--- src/rtl/seg7_pkg.sv ---
// seg7_pkg
//   Shared constants for the 7-segment scan driver.
//   Segment codes are active-high, bit0 = a .. bit6 = g.
//   SEG_DEC : glyphs for 0..9
//   SEG_HEX : glyphs for A,b,C,d,E,F (values 10..15)
//   SEG_BLANK : all segments off; no valid glyph encodes to this value,
//               so the top uses it to recognise an undisplayable value.
package seg7_pkg;

    typedef logic [6:0] seg_code_t;

    localparam seg_code_t SEG_BLANK = 7'b000_0000;

    // Element [k] is the glyph for value k.
    localparam logic [9:0][6:0] SEG_DEC = {
        7'b110_1111,  // 9
        7'b111_1111,  // 8
        7'b000_0111,  // 7
        7'b111_1101,  // 6
        7'b110_1101,  // 5
        7'b110_0110,  // 4
        7'b100_1111,  // 3
        7'b101_1011,  // 2
        7'b000_0110,  // 1
        7'b011_1111   // 0
    };

    // Element [k] is the glyph for value 10+k.
    localparam logic [5:0][6:0] SEG_HEX = {
        7'b111_0001,  // F
        7'b111_1001,  // E
        7'b101_1110,  // d
        7'b011_1001,  // C
        7'b111_1100,  // b
        7'b111_0111   // A
    };

endpackage

--- src/rtl/seg7_encode.sv ---
// seg7_encode
//   Combinational digit value -> active-high segment code.
//   Ports:
//     value_i  [3:0]  digit value
//     hex_en_i        1 = show 10..15 as A..F, 0 = blank them
//     code_o   [6:0]  segment code (SEG_BLANK when not displayable)
module seg7_encode
    import seg7_pkg::*;
(
    input  logic [3:0] value_i,
    input  logic       hex_en_i,
    output seg_code_t  code_o
);

    logic [2:0] hex_idx;

    assign hex_idx = 3'(value_i - 4'd10);

    always_comb begin
        code_o = SEG_BLANK;
        if (value_i <= 4'd9)
            code_o = SEG_DEC[value_i];
        else if (hex_en_i)
            code_o = SEG_HEX[hex_idx];
    end

endmodule

--- src/rtl/seg7_scan_driver.sv ---
// seg7_scan_driver
//   Multiplexed 7-segment display driver. Cycles through N_DIGITS digits,
//   holding each for SCAN_DIV CE-qualified cycles, with registered outputs.
//   Optional blinking is compiled in when the macro SEG7_BLINK_EN is defined.
//   Parameters: N_DIGITS, SCAN_DIV, HEX, ACTIVE_LOW, BLINK_FRAMES
//   Ports:
//     CLK, CLR           clock, asynchronous active-high reset
//     CE                 clock enable for counters and output registers
//     load               captures digits/dp_in/blink_mask into shadow regs
//     digits             4 bits per digit, digit 0 in the low nibble
//     dp_in, blink_mask  per-digit decimal point and blink select
//     lzb                leading-zero blanking (live)
//     seg, dp, an        segment, decimal point, one-hot digit enable
//     frame_done         pulse in the CE cycle where the index wraps to 0
module seg7_scan_driver
    import seg7_pkg::*;
#(
    parameter int N_DIGITS     = 4,
    parameter int SCAN_DIV     = 1000,
    parameter int HEX          = 0,
    parameter int ACTIVE_LOW   = 0,
    parameter int BLINK_FRAMES = 64
) (
    input  logic                  CLK,
    input  logic                  CLR,
    input  logic                  CE,
    input  logic                  load,
    input  logic [4*N_DIGITS-1:0] digits,
    input  logic [N_DIGITS-1:0]   dp_in,
    input  logic [N_DIGITS-1:0]   blink_mask,
    input  logic                  lzb,
    output logic [6:0]            seg,
    output logic                  dp,
    output logic [N_DIGITS-1:0]   an,
    output logic                  frame_done
);

    localparam int IDX_W = $clog2(N_DIGITS);
    localparam int CNT_W = $clog2(SCAN_DIV);
    localparam logic [IDX_W-1:0] IDX_LAST = IDX_W'(N_DIGITS - 1);
    localparam logic [CNT_W-1:0] CNT_LAST = CNT_W'(SCAN_DIV - 1);
    localparam logic INV    = (ACTIVE_LOW != 0);
    localparam logic HEX_EN = (HEX != 0);

    logic [N_DIGITS-1:0][3:0] dig_q;
    logic [N_DIGITS-1:0]      dpin_q;
    logic [IDX_W-1:0]         idx_q, idx_d;
    logic [CNT_W-1:0]         cnt_q, cnt_d;
    logic [6:0]               seg_q, seg_d;
    logic                     dp_q, dp_d;
    logic [N_DIGITS-1:0]      an_q, an_d;

    logic      scan_tc;
    seg_code_t cur_code;
    logic      upper_nz, lz_blank, blink_blank, blank;

    // Shadow registers: load is deliberately not CE-qualified.
    always_ff @(posedge CLK or posedge CLR) begin
        if (CLR) begin
            dig_q  <= '0;
            dpin_q <= '0;
        end else if (load) begin
            dig_q  <= digits;
            dpin_q <= dp_in;
        end
    end

    // Scan counter / digit index
    assign scan_tc    = (cnt_q == CNT_LAST);
    assign frame_done = CE && scan_tc && (idx_q == IDX_LAST);

    always_comb begin
        cnt_d = cnt_q;
        idx_d = idx_q;
        if (CE) begin
            if (scan_tc) begin
                cnt_d = '0;
                idx_d = (idx_q == IDX_LAST) ? '0 : idx_q + 1'b1;
            end else begin
                cnt_d = cnt_q + 1'b1;
            end
        end
    end

    always_ff @(posedge CLK or posedge CLR) begin
        if (CLR) begin
            cnt_q <= '0;
            idx_q <= '0;
        end else begin
            cnt_q <= cnt_d;
            idx_q <= idx_d;
        end
    end

    // Leading-zero blanking: current digit blanked when it and every
    // higher digit is zero; digit 0 always shows.
    always_comb begin
        upper_nz = 1'b0;
        for (int j = 0; j < N_DIGITS; j++) begin
            if (IDX_W'(j) >= idx_q && dig_q[j] != 4'd0)
                upper_nz = 1'b1;
        end
    end

    assign lz_blank = lzb && (idx_q != '0) && !upper_nz;

`ifdef SEG7_BLINK_EN
    localparam int BLK_W = $clog2(BLINK_FRAMES + 1);
    localparam logic [BLK_W-1:0] BLK_LAST = BLK_W'(BLINK_FRAMES - 1);

    logic [N_DIGITS-1:0] bmask_q;
    logic [BLK_W-1:0]    blk_cnt_q, blk_cnt_d;
    logic                phase_on_q, phase_on_d;

    // Blink counter advances on frame_done, which already carries CE.
    always_comb begin
        blk_cnt_d  = blk_cnt_q;
        phase_on_d = phase_on_q;
        if (frame_done) begin
            if (blk_cnt_q == BLK_LAST) begin
                blk_cnt_d  = '0;
                phase_on_d = !phase_on_q;
            end else begin
                blk_cnt_d = blk_cnt_q + 1'b1;
            end
        end
    end

    always_ff @(posedge CLK or posedge CLR) begin
        if (CLR) begin
            bmask_q    <= '0;
            blk_cnt_q  <= '0;
            phase_on_q <= 1'b1;
        end else begin
            if (load)
                bmask_q <= blink_mask;
            blk_cnt_q  <= blk_cnt_d;
            phase_on_q <= phase_on_d;
        end
    end

    assign blink_blank = !phase_on_q && bmask_q[idx_q];
`else
    localparam int BLINK_FRAMES_UNUSED = BLINK_FRAMES;
    logic blink_mask_unused;
    assign blink_mask_unused = ^blink_mask;
    assign blink_blank       = 1'b0;
`endif

    seg7_encode u_enc (
        .value_i  (dig_q[idx_q]),
        .hex_en_i (HEX_EN),
        .code_o   (cur_code)
    );

    // A value with no glyph (10..15 with HEX=0) blanks the whole digit.
    assign blank = lz_blank || blink_blank || (cur_code == SEG_BLANK);

    always_comb begin
        seg_d = blank ? SEG_BLANK : cur_code;
        dp_d  = !blank && dpin_q[idx_q];
        an_d  = '0;
        if (!blank)
            an_d[idx_q] = 1'b1;
    end

    // Registers hold active-high form; polarity applied at the pins so
    // reset lands on the inactive level either way.
    always_ff @(posedge CLK or posedge CLR) begin
        if (CLR) begin
            seg_q <= '0;
            dp_q  <= 1'b0;
            an_q  <= '0;
        end else if (CE) begin
            seg_q <= seg_d;
            dp_q  <= dp_d;
            an_q  <= an_d;
        end
    end

    assign seg = seg_q ^ {7{INV}};
    assign dp  = dp_q ^ INV;
    assign an  = an_q ^ {N_DIGITS{INV}};

endmodule
--- config.mk ---
export PLATFORM = sky130hd
export DESIGN_NAME = seg7_scan_driver
export DESIGN_NICKNAME = d
export VERILOG_FILES = /design/src/rtl/seg7_pkg.sv /design/src/rtl/seg7_encode.sv /design/src/rtl/seg7_scan_driver.sv
export SDC_FILE = /design/constraint.sdc
export NUM_CORES = 1
export LEC_CHECK = 0
export CORE_AREA = 8 8 76 78
export CTS_CLUSTER_DIAMETER = 50
export DETAILED_ROUTE_END_ITERATION = 12
export DIE_AREA = 0 0 84 86
export GPL_ROUTABILITY_DRIVEN = 0
export PLACE_DENSITY_LB_ADDON = 0.1
export SLEW_MARGIN = 20
export SYNTH_ARGS = -nofsm -noshare
export SYNTH_HDL_FRONTEND = slang
export SYNTH_HIERARCHICAL = 1
export SYNTH_SLANG_ARGS = --single-unit
--- constraint.sdc ---
create_clock -name CLK -period 6.4 [get_ports CLK]
set_input_delay 1.28 -clock CLK [delete_from_list [all_inputs] [get_ports CLK]]
set_output_delay 1.28 -clock CLK [all_outputs]
set_load 0.01 [all_outputs]
After elaboration in Yosys (flattened, before gate mapping)
Memory sizes are Yosys's and may differ from the RTL's.
Index checks and enable logic that the tools add are counted.
W data, S select, Z words.
{"block": "word_totals", "mem_count": 1, "ff_bits": 44, "romBits": 112, "out_inout_bits": 13, "in_bits": 29}
{"memory": "(no name shown)", "depth": 16, "width": 7, "rd": 1, "rd_ports_with_merged_regs": 0, "write_ports": 0, "line": "seg7_encode.sv:22", "rtl": "code_o = SEG_DEC[value_i];"}
{"block": "classes", "n_mux": 16, "n_addsub": 2, "n_lt_le_gt_ge": 8, "n_eq_ne": 2, "n_reduce_logical": 20}
{"operator": "$mux W7", "n": 3}
{"operator": "$reduce_bool A4 Y1", "n": 4}
{"operator": "$add A10 B1 Y10 const B", "n": 1}
{"operator": "$eq A10 B10 Y1 const B", "n": 1}
{"operator": "$logic_and A1 B1 Y1", "n": 10}
{"operator": "$mux W10", "n": 1}
{"operator": "$bmux W4 S2", "n": 1}
{"operator": "$mux W4", "n": 2}
{"operator": "$logic_not A7 Y1", "n": 1}
{"operator": "$mux W1", "n": 6}
{"operator": "$lt A4 B5 Y1 const B", "n": 1}
{"operator": "$ge A1 B2 Y1 const A", "n": 2}
{"operator": "$ge A2 B2 Y1 const A", "n": 2}
{"operator": "$le A4 B4 Y1 const B", "n": 1}
{"operator": "$lt A2 B3 Y1 const B", "n": 1}
{"operator": "$add A2 B1 Y2 const B", "n": 1}
{"operator": "$bmux W1 S2", "n": 1}
{"operator": "$demux W1 S2", "n": 1}
{"operator": "$eq A2 B2 Y1 const B", "n": 1}
{"operator": "$ge A2 B1 Y1 const B", "n": 1}
{"operator": "$logic_not A1 Y1", "n": 2}
{"operator": "$mux W2", "n": 1}
{"operator": "$reduce_and A2 Y1", "n": 1}
{"operator": "$reduce_bool A2 Y1", "n": 1}
{"operator": "$logic_or A1 B1 Y1", "n": 1}

Logic depth before layout (Yosys ltp)
{"block": "depth", "ltp_word": 11, "mapped_depth": 11}

Cells and area by module
The synthesis kept the hierarchy.
{"mod": "seg7_scan_driver", "n_inst": 1, "area_each_um2": 2035.7, "cells_each": 157, "seq_area_each_um2": 1101.1}
{"mod": "seg7_encode", "n_inst": 1, "area_each_um2": 370.4, "cells_each": 49, "seq_area_each_um2": 0.0}

Worst setup path before layout
No wires, ideal clock.
{"block": "synth_path", "path_kind": "input to output", "start": "in CE", "end": "out frame_done", "path_stages": 3, "t_arrival_ns": 1.968, "t_required_ns": 5.120, "n_path_buf": 1, "slack_ns": 3.152, "cell_sequence": "buf_2 -> nand3_1 -> nor4_1"}
{"block": "synth_between", "elab_chain_cells": 2}
{"element": "from (decl)", "line": "seg7_scan_driver.sv:26", "rtl": "input logic CE,"}
{"element": "$logic_and A1 B1 Y1 (2 in series)", "line": "seg7_scan_driver.sv:70", "rtl": "assign frame_done = CE && scan_tc && (idx_q == IDX_LAST);"}
{"element": "to (decl)", "line": "seg7_scan_driver.sv:35", "rtl": "output logic frame_done"}
No other way between the ends.

Worst setup path in the final report
Same ends and word-level chain as after synthesis.

==> report_table.html <==
<table>
<tr><th>Metric</th><th>Value</th></tr>
<tr><th colspan="2">Timing</th></tr>
<tr><td>Count of final hold-check violations</td><td>0</td></tr>
<tr><td>Count of final setup violators</td><td>0</td></tr>
<tr><td>Transition time of the tightest slew-check pin</td><td>0.876 ns</td></tr>
<tr><td>Setup_tns</td><td>0 ns</td></tr>
<tr><td>Slew HR</td><td>41.4%</td></tr>
<tr><td>Final number of max-transition violations</td><td>0</td></tr>
<tr><td>Max Clock Skew</td><td>0.00714 ns</td></tr>
<tr><td>Unrepaired setup endpoints after global routing</td><td>no</td></tr>
<tr><td>Final period demand of the worst path</td><td>4.30 ns</td></tr>
<tr><td>Fmax</td><td>0.232 GHz</td></tr>
<tr><td>Final cycle utilization of the critical path</td><td>67.2%</td></tr>
<tr><td>Setup WS post-layout</td><td>2.10 ns</td></tr>
<tr><th colspan="2">Floorplanning</th></tr>
<tr><td>Die outline height</td><td>86 µm</td></tr>
<tr><td>Standard-cell row count</td><td>25</td></tr>
<tr><td>Starting Density</td><td>52.3%</td></tr>
<tr><td>Placeable core region</td><td>4600 µm²</td></tr>
<tr><td>Die area</td><td>7220 µm²</td></tr>
<tr><td># IOs</td><td>42</td></tr>
<tr><td>Die width</td><td>84 µm</td></tr>
<tr><th colspan="2">Clock tree</th></tr>
<tr><td>Maximum root-to-sink buffer count</td><td>2</td></tr>
<tr><td>Number of clock sinks seen by CTS</td><td>44</td></tr>
<tr><td>Cts bufs inserted</td><td>5</td></tr>
<tr><td>Clock tree from TritonCTS</td><td>yes</td></tr>
<tr><td>Clock Latency Late Sink</td><td>0.29 ns</td></tr>
<tr><td>Hold bufs inserted after CTS</td><td>0</td></tr>
<tr><td>Clock Pin Slew Worst Setup and Hold Paths</td><td>0.08 ns</td></tr>
<tr><td>Clk Tree Root Cell</td><td>sky130_fd_sc_hd__clkbuf_8</td></tr>
<tr><td>CTS resizes</td><td>0</td></tr>
<tr><td>Maximum level of the CTS H-tree</td><td>2</td></tr>
<tr><td>Buffers inserted by post-CTS timing repair</td><td>0</td></tr>
<tr><th colspan="2">Logic synthesis</th></tr>
<tr><td>Ys flop type</td><td>sky130_fd_sc_hd__dfrtp_1</td></tr>
<tr><td>Cell with the most instances after synthesis</td><td>sky130_fd_sc_hd__dfrtp_1</td></tr>
<tr><td>Sequential area share after synthesis</td><td>45.8%</td></tr>
<tr><td>Leading cell types by total area after synthesis</td><td>sky130_fd_sc_hd__dfrtp_1, sky130_fd_sc_hd__mux2_2, sky130_fd_sc_hd__ha_1</td></tr>
<tr><td>Avg Inst Size Synth</td><td>11.7 µm²</td></tr>
<tr><td>Top cells by instance count after synthesis</td><td>sky130_fd_sc_hd__dfrtp_1, sky130_fd_sc_hd__mux2_2, sky130_fd_sc_hd__ha_1, sky130_fd_sc_hd__inv_1, sky130_fd_sc_hd__nand2_1</td></tr>
<tr><td>Count of flip-flops with a built-in enable after synthesis</td><td>0</td></tr>
<tr><td>Top cell type by total area after synthesis</td><td>sky130_fd_sc_hd__dfrtp_1</td></tr>
<tr><td>Synth Cell Area</td><td>2410 µm²</td></tr>
<tr><td>Async set-reset flop share out of synthesis</td><td>100%</td></tr>
<tr><td>Post-synthesis sequential element count</td><td>44</td></tr>
<tr><td>Synth Instances</td><td>206</td></tr>
<tr><td>Share of the synthesized area in the top cell type</td><td>45.8%</td></tr>
<tr><td>YS warnings</td><td>6</td></tr>
<tr><td>Number of distinct library cell variants in the gate-level netlist after synthesis</td><td>52</td></tr>
<tr><th colspan="2">Critical path</th></tr>
<tr><td>Kind of start point of the critical path</td><td>input pin</td></tr>
<tr><td>Element type at the critical path end</td><td>output port</td></tr>
<tr><td>Most common cell type on the critical path</td><td>sky130_fd_sc_hd__clkdlybuf4s50_1</td></tr>
<tr><td>Type of the worst setup path</td><td>input pin to output port</td></tr>
<tr><td>CP Data Arrival Time</td><td>3.02 ns</td></tr>
<tr><td>Crit-path max FO</td><td>10</td></tr>
<tr><td>Critical path, cell by cell</td><td>clkdlybuf4s50_1 &gt; nand3_1 &gt; nor4_1 &gt; clkdlybuf4s50_1</td></tr>
<tr><td>Critical path buffer and inverter count</td><td>2</td></tr>
<tr><td>Setup slack of the worst register-to-register path</td><td>3.19 ns</td></tr>
<tr><td>Master of the slowest instance on the critical path</td><td>sky130_fd_sc_hd__clkdlybuf4s50_1</td></tr>
<tr><td>Worst path max stage delay</td><td>0.69 ns</td></tr>
<tr><td>Top cell family by delay on the critical path</td><td>buffers and inverters</td></tr>
<tr><td>Data required time at the worst endpoint</td><td>5.12 ns</td></tr>
<tr><th colspan="2">Min path</th></tr>
<tr><td>Worst Hold Class</td><td>flop to flop</td></tr>
<tr><th colspan="2">Pwr</th></tr>
<tr><td>Fraction of power spent switching nets</td><td>28.7%</td></tr>
<tr><td>Leakage power</td><td>1.26 nW</td></tr>
<tr><td>Combinational fraction of design power</td><td>23.9%</td></tr>
<tr><td>Sequential Power Share</td><td>48.6%</td></tr>
<tr><td>Share of total power in the clock network</td><td>27.5%</td></tr>
<tr><td>Peak ir drop on the vdd network</td><td>0.112 mV</td></tr>
<tr><td>Internal power of the cells</td><td>0.000534 W</td></tr>
<tr><td>Power per standard cell area</td><td>257 nW/µm²</td></tr>
<tr><td>Switch Pwr</td><td>0.000215 W</td></tr>
<tr><th colspan="2">GRT</th></tr>
<tr><td>Global route total overflow</td><td>0</td></tr>
<tr><td>First-pass GRT wire length</td><td>8460 µm</td></tr>
<tr><td>Vias in the first global route</td><td>1795</td></tr>
<tr><td>Number of antenna violations at the first check in global routing</td><td>0</td></tr>
<tr><td>Gr usage total</td><td>14.1%</td></tr>
<tr><td>Pin count of the biggest net entering global routing</td><td>45</td></tr>
<tr><th colspan="2">Final layout</th></tr>
<tr><td>Number of nets at the end of the flow</td><td>287</td></tr>
<tr><td>FF/Latch Area</td><td>1100 µm²</td></tr>
<tr><td>Filler Cell Count</td><td>366</td></tr>
<tr><td>N_diodes</td><td>0</td></tr>
<tr><td>Final cell count without fillers</td><td>300</td></tr>
<tr><td>Multi-input combinational cell area</td><td>1220 µm²</td></tr>
<tr><td>Area of all placed cells without fillers</td><td>2920 µm²</td></tr>
<tr><td>Layout overhead on the synthesized area</td><td>21.4%</td></tr>
<tr><td>Share of final-layout standard cells stronger than drive strength 1</td><td>15.9%</td></tr>
<tr><th colspan="2">Detailed routing</th></tr>
<tr><td>Average detailed-routed wire length per instance</td><td>16.3 µm</td></tr>
<tr><td>Violation count after the first detailed-routing iteration</td><td>72</td></tr>
<tr><td>Detailed-route via count</td><td>1725</td></tr>
<tr><td>Routed via count divided by cell count</td><td>5.75</td></tr>
<tr><td>DRC violation count after routing</td><td>0</td></tr>
<tr><td>Number of antenna-violating nets in the routed design</td><td>0</td></tr>
<tr><td>Total Routed Length</td><td>4890 µm</td></tr>
<tr><td>Number of search-and-repair iterations in the first detailed-routing pass</td><td>4</td></tr>
<tr><th colspan="2">Job</th></tr>
<tr><td>Max_cap viols</td><td>0</td></tr>
<tr><th colspan="2">Placed design</th></tr>
<tr><td>Area after DPL</td><td>2810 µm²</td></tr>
<tr><td>Count of buffers from port buffering</td><td>37</td></tr>
<tr><td>Post-DP HPWL</td><td>3660 µm</td></tr>
<tr><td>Worst setup slack before clock tree synthesis</td><td>2.09 ns</td></tr>
<tr><td>Number of placed instances with taps included</td><td>292</td></tr>
<tr><th colspan="2">Status</th></tr>
<tr><td>Run status</td><td>completed</td></tr>
</table>
logic make-up (layout without fill, tap and decap cells):
kind of cell,after synthesis,count (layout),share of synthesized area [%]
multiplexers,26,26,14.9
AO/OA/AOI/OAI,41,41,13.1
other,1,5,0.156
XOR/XNOR,7,7,2.86
flip-flops,44,44,45.8
buffers and inverters,23,59,4.26
adder cells (fa/ha/maj),13,13,6.76
AND/OR/NAND/NOR,51,51,12.2
worst reg2reg max path, stage by stage, from the launching register on:
cell                      delay, ns
sky130_fd_sc_hd__dfrtp_1       0.59
sky130_fd_sc_hd__mux4_1        0.77
sky130_fd_sc_hd__ha_1          0.30
sky130_fd_sc_hd__a21oi_1       0.20
sky130_fd_sc_hd__nor2_1        0.08
sky130_fd_sc_hd__a311o_1       0.35
sky130_fd_sc_hd__nor4_1        0.30
sky130_fd_sc_hd__nand2_1       0.21
sky130_fd_sc_hd__a32o_2        0.31
routing by layer:
layer,routed length (µm),share of wire (%),track usage [%]
met1,2260,46,18.2
met2,2320,47,22.3
met3,259,5.3,4.64
met4,59,1.2,3.77
met5,0,0,0
cell usage in the layout (no fill, tap or decap), drive strengths merged, types with 2 or more instances in the layout:
cell and instances:
dfrtp 44, clkdlybuf4s50 37, mux2 19, inv 13
ha 13, nand2 11, nor2 8, a22o 7
o21ai 7, a21oi 6, clkbuf 6, xnor2 5
conb 5, nor4 5, a32o 5, mux4 5
nand3 4, nor3 4, nand4 3, or3 3
nor3b 3, nor2b 2, mux2i 2, and3 2
nand3b 2, nand2b 2, o21a 2, xor2 2
final timing paths:
kind | startpoint | endpoint | depth (start not counted)
setup reg to reg | idx_q[0] | an[1] | 8
hold / removal | dpin_q[1] | dpin_q[1] | 1
setup / recovery | CE | frame_done | 4
hold reg to reg | dpin_q[1] | dpin_q[1] | 1
max in group asynchronous | CLR | seg[0] | 3
min in group asynchronous | CLR | an[0] | 3
final cells by class:
type	instances	share of cell area, %
multi-input cells	143	41.7
flip-flops and latches	44	37.7
repair buffers	38	12.9
clock buffers	6	2.49
well taps	54	2.31
inverters	13	1.67
clock inverters	2	1.20
per-stage QoR:
step | hold slack (ns) | util (%) | power [W]
4_1_cts | 0.506 | 63.5 | 0.000758
3_3_place_gp | 0.482 | 61.2 | 0.000542
6_report | 0.502 | 63.5 | 0.000749
5_1_grt | 0.522 | 63.5 | 0.000792
2_1_floorplan | 0.457 | - | 0.000482
3_5_place_dp | 0.487 | 61.2 | 0.000549
power groups by stage:
| stage | clock network, W | logic (W) | registers, W |
|---|---|---|---|
| after global placement | 0 | 0.000174 | 0.000368 |
| final | 0.000206 | 0.000179 | 0.000364 |
| after CTS | 0.000213 | 0.000181 | 0.000365 |
| after global routing | 0.000220 | 0.000199 | 0.000372 |
| after floorplan | 0 | 0.000120 | 0.000363 |
| after detailed placement | 0 | 0.000180 | 0.000369 |
state kept, by name, summed over array words and instances (netlist names):
signal,count
dig_q,16
cnt_q,10
seg,7
an,4
dpin_q,4
idx_q,2
dp,1
Power figures use the tool's default switching activity.
